<file path="src/rtl/pipe_stage_reg_pkg.sv">
// rtl/pipe_stage_reg_pkg.sv - shared Y86-64 pipeline constants, payload layouts and bubble defaults
package pipe_stage_reg_pkg;

  // Status field shared by every stage register
  localparam int STAT_W = 2;

  typedef enum logic [STAT_W-1:0] {
    SAOK = 2'd0,
    SADR = 2'd1,
    SINS = 2'd2,
    SHLT = 2'd3
  } stat_e;

  // Instruction codes
  typedef enum logic [3:0] {
    IHALT   = 4'h0,
    INOP    = 4'h1,
    IRRMOVQ = 4'h2,
    IIRMOVQ = 4'h3,
    IRMMOVQ = 4'h4,
    IMRMOVQ = 4'h5,
    IOPQ    = 4'h6,
    IJXX    = 4'h7,
    ICALL   = 4'h8,
    IRET    = 4'h9,
    IPUSHQ  = 4'hA,
    IPOPQ   = 4'hB
  } icode_e;

  // Register id meaning "no register"
  localparam logic [3:0] RNONE = 4'hF;

  // Packed payload widths per stage boundary
  localparam int F_PAYLOAD_W = 64;
  localparam int D_PAYLOAD_W = 144;
  localparam int E_PAYLOAD_W = 216;
  localparam int M_PAYLOAD_W = 141;
  localparam int W_PAYLOAD_W = 140;

  // Fetch -> decode payload
  typedef struct packed {
    icode_e      icode;
    logic [3:0]  ifun;
    logic [3:0]  ra;
    logic [3:0]  rb;
    logic [63:0] valc;
    logic [63:0] valp;
  } d_payload_t;

  // Decode -> execute payload
  typedef struct packed {
    icode_e      icode;
    logic [3:0]  ifun;
    logic [63:0] valc;
    logic [63:0] vala;
    logic [63:0] valb;
    logic [3:0]  dste;
    logic [3:0]  dstm;
    logic [3:0]  srca;
    logic [3:0]  srcb;
  } e_payload_t;

  // Execute -> memory payload
  typedef struct packed {
    icode_e      icode;
    logic        cnd;
    logic [63:0] vale;
    logic [63:0] vala;
    logic [3:0]  dste;
    logic [3:0]  dstm;
  } m_payload_t;

  // Memory -> writeback payload
  typedef struct packed {
    icode_e      icode;
    logic [63:0] vale;
    logic [63:0] valm;
    logic [3:0]  dste;
    logic [3:0]  dstm;
  } w_payload_t;

  // Bubble payloads: icode 0 everywhere, and no destination register downstream of decode
  localparam logic [F_PAYLOAD_W-1:0] F_BUBBLE_DATA = '0;
  localparam logic [D_PAYLOAD_W-1:0] D_BUBBLE_DATA = '0;
  localparam e_payload_t E_BUBBLE_DATA = '{
    icode: IHALT, ifun: 4'h0, valc: 64'h0, vala: 64'h0, valb: 64'h0,
    dste: RNONE, dstm: RNONE, srca: RNONE, srcb: RNONE
  };
  localparam m_payload_t M_BUBBLE_DATA = '{
    icode: IHALT, cnd: 1'b0, vale: 64'h0, vala: 64'h0, dste: RNONE, dstm: RNONE
  };
  localparam w_payload_t W_BUBBLE_DATA = '{
    icode: IHALT, vale: 64'h0, valm: 64'h0, dste: RNONE, dstm: RNONE
  };

  // Build a decode-stage payload from its fields
  function automatic logic [D_PAYLOAD_W-1:0] pack_d(
    input icode_e      icode,
    input logic [3:0]  ifun,
    input logic [3:0]  ra,
    input logic [3:0]  rb,
    input logic [63:0] valc,
    input logic [63:0] valp
  );
    d_payload_t p;
    p.icode = icode;
    p.ifun  = ifun;
    p.ra    = ra;
    p.rb    = rb;
    p.valc  = valc;
    p.valp  = valp;
    return p;
  endfunction

endpackage

</file>
<file path="src/rtl/pipe_stage_reg_if.sv">
// rtl/pipe_stage_reg_if.sv - upstream/downstream slot bundle of a pipeline boundary register
interface pipe_stage_reg_if #(
  parameter int DATA_W = pipe_stage_reg_pkg::D_PAYLOAD_W,
  parameter int STAT_W = pipe_stage_reg_pkg::STAT_W
);
  logic              stall;
  logic              bubble;
  logic              in_valid;
  logic [STAT_W-1:0] in_stat;
  logic [DATA_W-1:0] in_data;
  logic              out_valid;
  logic [STAT_W-1:0] out_stat;
  logic [DATA_W-1:0] out_data;

  // Hazard unit / upstream stage side
  modport master (
    output stall, bubble, in_valid, in_stat, in_data,
    input  out_valid, out_stat, out_data
  );

  // Boundary register side
  modport slave (
    input  stall, bubble, in_valid, in_stat, in_data,
    output out_valid, out_stat, out_data
  );
endinterface

</file>
<file path="src/rtl/pipe_stage_reg_sat_counter.sv">
// rtl/pipe_stage_reg_sat_counter.sv - saturating up-counter with synchronous clear
module sat_counter #(
  parameter int CNT_W = 16
) (
  input  logic             clk,
  input  logic             rst,
  input  logic             clr,
  input  logic             inc,
  output logic [CNT_W-1:0] cnt
);

  localparam logic [CNT_W-1:0] CNT_MAX = '1;

  // Clear wins over increment; the count sticks at all-ones instead of wrapping
  always_ff @(posedge clk) begin
    if (rst || clr) begin
      cnt <= '0;
    end else if (inc && (cnt != CNT_MAX)) begin
      cnt <= cnt + 1'b1;
    end
  end

endmodule

</file>
<file path="src/rtl/pipe_stage_reg.sv">
// rtl/pipe_stage_reg.sv - parametrised pipeline boundary register with stall/bubble counters
module pipe_stage_reg #(
  parameter int                DATA_W      = pipe_stage_reg_pkg::D_PAYLOAD_W,
  parameter int                STAT_W      = pipe_stage_reg_pkg::STAT_W,
  parameter logic [DATA_W-1:0] BUBBLE_DATA = '0,
  parameter logic [STAT_W-1:0] BUBBLE_STAT = STAT_W'(pipe_stage_reg_pkg::SAOK),
  parameter int                CNT_W       = 16,
  parameter int                STALL_LIMIT = 64
) (
  input  logic              clk,
  input  logic              rst,
  pipe_stage_reg_if.slave   bus,
  input  logic              clr_cnt,
  output logic [CNT_W-1:0]  stall_cnt,
  output logic [CNT_W-1:0]  bubble_cnt,
  output logic [CNT_W-1:0]  stall_run,
  output logic              stall_timeout
);
  import pipe_stage_reg_pkg::*;

  localparam logic [CNT_W-1:0] LIMIT = CNT_W'(STALL_LIMIT);

  // A stall only counts when no bubble overrides it
  logic eff_stall;
  assign eff_stall = bus.stall & ~bus.bubble;

  // Slot update: reset and bubble both inject the bubble values, stall holds, otherwise load
  always_ff @(posedge clk) begin
    if (rst) begin
      bus.out_valid <= 1'b0;
      bus.out_stat  <= BUBBLE_STAT;
      bus.out_data  <= BUBBLE_DATA;
    end else if (bus.bubble) begin
      bus.out_valid <= 1'b0;
      bus.out_stat  <= BUBBLE_STAT;
      bus.out_data  <= BUBBLE_DATA;
    end else if (!bus.stall) begin
      bus.out_valid <= bus.in_valid;
      bus.out_stat  <= bus.in_stat;
      bus.out_data  <= bus.in_data;
    end
  end

  sat_counter #(.CNT_W(CNT_W)) u_stall_cnt (
    .clk (clk),
    .rst (rst),
    .clr (clr_cnt),
    .inc (eff_stall),
    .cnt (stall_cnt)
  );

  sat_counter #(.CNT_W(CNT_W)) u_bubble_cnt (
    .clk (clk),
    .rst (rst),
    .clr (clr_cnt),
    .inc (bus.bubble),
    .cnt (bubble_cnt)
  );

  // The run length restarts on every edge that is not an effective stall
  sat_counter #(.CNT_W(CNT_W)) u_stall_run (
    .clk (clk),
    .rst (rst),
    .clr (clr_cnt | ~eff_stall),
    .inc (eff_stall),
    .cnt (stall_run)
  );

  // Watchdog lags stall_run by one edge and drops on the same edge the run clears
  always_ff @(posedge clk) begin
    if (rst || clr_cnt || !eff_stall) begin
      stall_timeout <= 1'b0;
    end else begin
      stall_timeout <= (stall_run >= LIMIT);
    end
  end

endmodule

</file>
<file path="src/flat_wrapper.sv">
// flat-port wrapper written by rule: the top's interface ports become plain ports
module pipe_stage_reg_flat import pipe_stage_reg_pkg::*;
#(
  parameter int                DATA_W      = pipe_stage_reg_pkg::D_PAYLOAD_W,
  parameter int                STAT_W      = pipe_stage_reg_pkg::STAT_W,
  parameter logic [DATA_W-1:0] BUBBLE_DATA = '0,
  parameter logic [STAT_W-1:0] BUBBLE_STAT = STAT_W'(pipe_stage_reg_pkg::SAOK),
  parameter int                CNT_W       = 16,
  parameter int                STALL_LIMIT = 64
)
  (clk, rst, clr_cnt, stall_cnt, bubble_cnt, stall_run, stall_timeout, bus_stall, bus_bubble, bus_in_valid, bus_in_stat, bus_in_data, bus_out_valid, bus_out_stat, bus_out_data);
  pipe_stage_reg_if #(.DATA_W(DATA_W), .STAT_W(STAT_W)) bus_i ();
  input  logic clk;
  input  logic rst;
  input  logic clr_cnt;
  output logic [CNT_W-1:0] stall_cnt;
  output logic [CNT_W-1:0] bubble_cnt;
  output logic [CNT_W-1:0] stall_run;
  output logic stall_timeout;
  input wire logic [$bits(bus_i.stall)-1:0] bus_stall;
  input wire logic [$bits(bus_i.bubble)-1:0] bus_bubble;
  input wire logic [$bits(bus_i.in_valid)-1:0] bus_in_valid;
  input wire logic [$bits(bus_i.in_stat)-1:0] bus_in_stat;
  input wire logic [$bits(bus_i.in_data)-1:0] bus_in_data;
  output wire logic [$bits(bus_i.out_valid)-1:0] bus_out_valid;
  output wire logic [$bits(bus_i.out_stat)-1:0] bus_out_stat;
  output wire logic [$bits(bus_i.out_data)-1:0] bus_out_data;
  assign bus_i.stall = bus_stall;
  assign bus_i.bubble = bus_bubble;
  assign bus_i.in_valid = bus_in_valid;
  assign bus_i.in_stat = bus_in_stat;
  assign bus_i.in_data = bus_in_data;
  assign bus_out_valid = bus_i.out_valid;
  assign bus_out_stat = bus_i.out_stat;
  assign bus_out_data = bus_i.out_data;
  pipe_stage_reg #(.DATA_W(DATA_W), .STAT_W(STAT_W), .BUBBLE_DATA(BUBBLE_DATA), .BUBBLE_STAT(BUBBLE_STAT), .CNT_W(CNT_W), .STALL_LIMIT(STALL_LIMIT)) u_core (.clk(clk), .rst(rst), .bus(bus_i), .clr_cnt(clr_cnt), .stall_cnt(stall_cnt), .bubble_cnt(bubble_cnt), .stall_run(stall_run), .stall_timeout(stall_timeout));
endmodule
</file>
<file path="config.mk">
export PLATFORM = sky130hd
export DESIGN_NAME = pipe_stage_reg_flat
export DESIGN_NICKNAME = d
export VERILOG_FILES = /design/src/rtl/pipe_stage_reg_pkg.sv /design/src/rtl/pipe_stage_reg_if.sv /design/src/rtl/pipe_stage_reg_sat_counter.sv /design/src/rtl/pipe_stage_reg.sv /design/src/flat_wrapper.sv
export SDC_FILE = /design/constraint.sdc
export NUM_CORES = 1
export LEC_CHECK = 0
export CAP_MARGIN = 20
export CORE_MARGIN = 4
export CORE_UTILIZATION = 46
export CTS_BUF_LIST = sky130_fd_sc_hd__clkbuf_8
export DETAILED_ROUTE_END_ITERATION = 6
export PLACE_DENSITY = 0.87
export SYNTH_ARGS = -nofsm -noshare
export SYNTH_HDL_FRONTEND = slang
export SYNTH_SLANG_ARGS = --single-unit
</file>
<file path="constraint.sdc">
create_clock -name clk -period 4.32 [get_ports clk]
set_clock_uncertainty 0.2 [all_clocks]
set_input_delay 0.648 -clock clk [delete_from_list [all_inputs] [get_ports clk]]
set_output_delay 0.648 -clock clk [all_outputs]
set_load 0.01 [all_outputs]
</file>
==> run summary <==
======================================================================================================
Number of global-route vias before repair                                                         6677
Detailed-route DRC error count                                                                       0
Root cell of the clock tree                                                                   clkbuf_8
Number of gates given a new drive strength after cts                                                 0
Number of cell rows                                                                                 46
Min setup slack post-route                                                                    1.811 ns
Share of async-settable or async-resettable flops after synthesis                                   0%
Post-synthesis sequential area ratio                                                            52.03%
Initial core utilization                                                                        47.13%
Area used by multi-input combinational logic                                                  3430 µm²
Post-cts hold buffer count                                                                           0
Minimum clock period                                                                          2.509 ns
First-pass GRT wire length                                                                    35030 µm
Setup crit end                                                                            u_core.u_stall_run.cnt[15]
Last weighted congestion value of the routability-driven placer                                 0.8512
TritonCTS clock tree                                                                              done
Final Net Count                                                                                   1250
MaxCap Viol Count                                                                                    0
Setup TNS                                                                                         0 ns
Post-Synthesis Net Count                                                                           918
Maximum number of pins on one net before global-route repair                                        65
Setup crit end kind                                                                               flop
Antenna violations before repair                                                                     1
Vias per Instance                                                                                5.141
Final-report setup violation count                                                                   0
Synth-to-Final Area Change                                                                      53.21%
Number of failing hold endpoints at the final stage                                                  0
Cell count of the worst reg-to-reg path                                                              5
Antenna fix cells                                                                                    0
Number of unique standard cell types used by synthesis                                              49
Largest voltage drop on the vdd net                                                          0.2086 mV
Fmax                                                                                         398.6 MHz
Final Cycle Share                                                                               58.07%
Normalized max-slew margin                                                                      36.40%
H-tree levels                                                                                        4
Share of synthesized cell area in and, or, nand and nor gates                                   17.36%
Die span in y                                                                                 136.0 µm
Final-report max-slew violation count                                                                0
Adder and majority gate portion of the synthesized area                                        0.6637%
Detailed placement HPWL                                                                       17590 µm
Routed length per placed instance                                                             17.44 µm
Total congestion overflow after global routing                                                       0
Power per Cell Area                                                                       300.5 nW/µm²
First-pass iteration count of the detailed router                                                    5
Final ANT Viol Nets                                                                                  0
Setup repair after global routing missed its margin                                              false
Die extent in x                                                                               136.0 µm
Total power after layout                                                                       3471 µW
Static leakage                                                                             0.004422 µW
Worst hold path class                                                                       reg -> reg
Clock transition at the register clock pins on the worst setup and hold paths after CTS        0.09 ns
Die Outline Area                                                                             18510 µm²
Type of the worst setup path                                                                 in -> reg
Count of routing violations after the opening detailed-route iteration                             332
Number of enable flip-flop cells after synthesis                                                     0
Post-CTS setup buffer count                                                                          0
Warning count from the yosys run                                                                     0
Kind of start point of the critical path                                                    input port
Total track usage                                                                               24.08%
DP Worst Slack                                                                                1.347 ns
Total Routed Length                                                                           23050 µm
Fill cell total of the finished layout                                                            1197
Flip-flop cell with the highest count after synthesis                                          dfxtp_1
Core ar.                                                                                     16000 µm²
Critical path origin                                                                        bus_bubble
Signal arrival time at the worst endpoint                                                      2.69 ns
Clk sink count                                                                                     196
Number of buffers added on ports                                                                   347
Avg Inst Size Synth                                                                          9.896 µm²
Number of cells produced by synthesis                                                              762
Result of the run                                                                         complete, no violations
Clock latency on the worst-skew pair                                                           0.46 ns
Fraction of the mapped netlist area in compound gates                                           6.952%
Layout cell share with drive strength beyond 1                                                  4.792%
Mapped cell area                                                                              7541 µm²
Crit Reg-Reg Endpoint                                                                     u_core.u_stall_run.cnt[6]
Transition time at the pin with the least slew margin                                        0.9437 ns
Footprint of the flip-flops and latches                                                       3924 µm²
Synthesized flop and latch total                                                                   196
Buffers from clock root to sink, at most                                                             2
Post-synthesis share of cell area spent on xor and xnor gates                                  0.6969%
TritonCTS Buffers                                                                                   17
Worst reg2reg path startpoint                                                             u_core.u_stall_run.cnt[1]
Ports                                                                                              348
Slack of the worst reg-to-reg path                                                             1.84 ns
Dominant combinational cell family by area after synthesis                                multiplexers
Largest fanout on the critical path                                                                  8
Required time of the critical path                                                             4.50 ns
Multiplexer share of the synthesized area                                                       19.78%
Via Count                                                                                         6797
======================================================================================================
registers in the layout (all words and copies together) (netlist names):
name and cells:
u_core.u_stall_run.cnt 16, u_core.stall_timeout 1, u_core.u_bubble_cnt.cnt 16, u_core.u_stall_cnt.cnt 16, u_core.bus.out_stat 2, u_core.bus.out_data 144, u_core.bus.out_valid 1
cell families (layout without fill, tap and decap cells):
| logic type | count (synthesis) | after routing |
|---|---|---|
| flip-flops | 196 | 196 |
| buffers and inverters | 47 | 391 |
| AND/OR/NAND/NOR | 277 | 277 |
| multiplexers | 149 | 149 |
| AO/OA/AOI/OAI | 83 | 83 |
| XOR/XNOR | 6 | 6 |
| adder cells (fa/ha/maj) | 4 | 4 |
final cells by class:
type	count	share of cell area, %
Clock buffer	20	2.382
Clock inverter	11	0.8664
Inverter	8	0.2599
Multi-Input combinational cell	519	29.68
Sequential cell	196	33.96
Tap cell	216	2.339
Timing Repair Buffer	352	30.51
per-stage QoR:
stage,hold WS (ns),cell area [µm²],instances,util [%]
final,0.3007,11550,1322,72.21
after global routing,0.3311,11550,1322,72.21
after CTS,0.3048,11550,1321,72.18
after detailed placement,0.2829,11170,1290,69.83
after global placement,0.2715,11170,1290,69.83
after floorplan,0.2979,7541,762,-
critical path, cell delays in order:
cell and delay, ns:
clkdlybuf4s50_1 0.54, nand2b_1 0.27, or4_4 0.61, or4_1 0.48, a21oi_1 0.14
synthesized netlist by cell type (2+ instances only):
library cell | n | area share (%)
inv_1 | 8 | 0.40
or4_1 | 10 | 1.0
dfxtp_1 | 196 | 52
nand2_1 | 28 | 1.4
o2111ai_1 | 3 | 0.35
o31ai_1 | 11 | 1.1
nor4_1 | 5 | 0.41
o41ai_2 | 2 | 0.43
nor3_1 | 3 | 0.20
xor2_1 | 3 | 0.35
a21oi_1 | 31 | 2.1
or2_2 | 4 | 0.33
and4_1 | 4 | 0.46
nand3_1 | 9 | 0.60
buf_2 | 5 | 0.33
buf_1 | 6 | 0.30
mux2i_1 | 149 | 20
or3_1 | 16 | 1.3
o41ai_1 | 2 | 0.23
xnor2_1 | 3 | 0.35
a31oi_1 | 5 | 0.41
nor2_1 | 162 | 8.1
nand4_1 | 17 | 1.4
and2_1 | 2 | 0.17
clkbuf_1 | 27 | 1.3
ha_1 | 4 | 0.66
or3_2 | 2 | 0.20
and3_1 | 5 | 0.41
o21ai_0 | 20 | 1.3
power by group:
group | internal [µW] | switching [µW] | total, µW
clock | 505 | 644 | 1150
combinational | 270 | 176 | 446
sequential | 1850 | 25.2 | 1880
total | 2630 | 845 | 3470
worst min-delay path by stage:
stage                                from                    endpoint  slack, ns  cells past startpoint
2_1_floorplan  u_core.u_bubble_cnt.cnt[4]  u_core.u_bubble_cnt.cnt[4]       0.30                      1
3_3_place_gp       u_core.bus.out_data[9]      u_core.bus.out_data[9]       0.27                      2
3_5_place_dp         u_core.bus.out_valid        u_core.bus.out_valid       0.28                      2
4_1_cts              u_core.bus.out_valid        u_core.bus.out_valid       0.30                      2
5_1_grt           u_core.bus.out_data[74]     u_core.bus.out_data[74]       0.33                      2
6_report             u_core.bus.out_valid        u_core.bus.out_valid       0.30                      2
placed cells by master, fill, tap and decap left out, types with 9 or more instances in the layout:
cell type	synthesis	routed
clkdlybuf4s50_1	0	346
dfxtp_1	196	196
nor2_1	162	162
mux2i_1	149	149
a21oi_1	31	31
nand2_1	28	28
clkbuf_8	0	21
o21ai_0	20	20
nand4_1	17	17
or3_1	16	16
o31ai_1	11	11
or4_1	10	10
inv_1	8	9
nand3_1	9	9
layer usage:
layer | wire [µm] | track usage, % | part of all wire [%]
met1 | 8684 | 26.49 | 38
met2 | 11230 | 40.86 | 49
met3 | 2373 | 10.92 | 10
met4 | 746 | 8.903 | 3.2
met5 | 13 | 0 | 0.056
No activity file was read; power rests on OpenSTA's default activity.
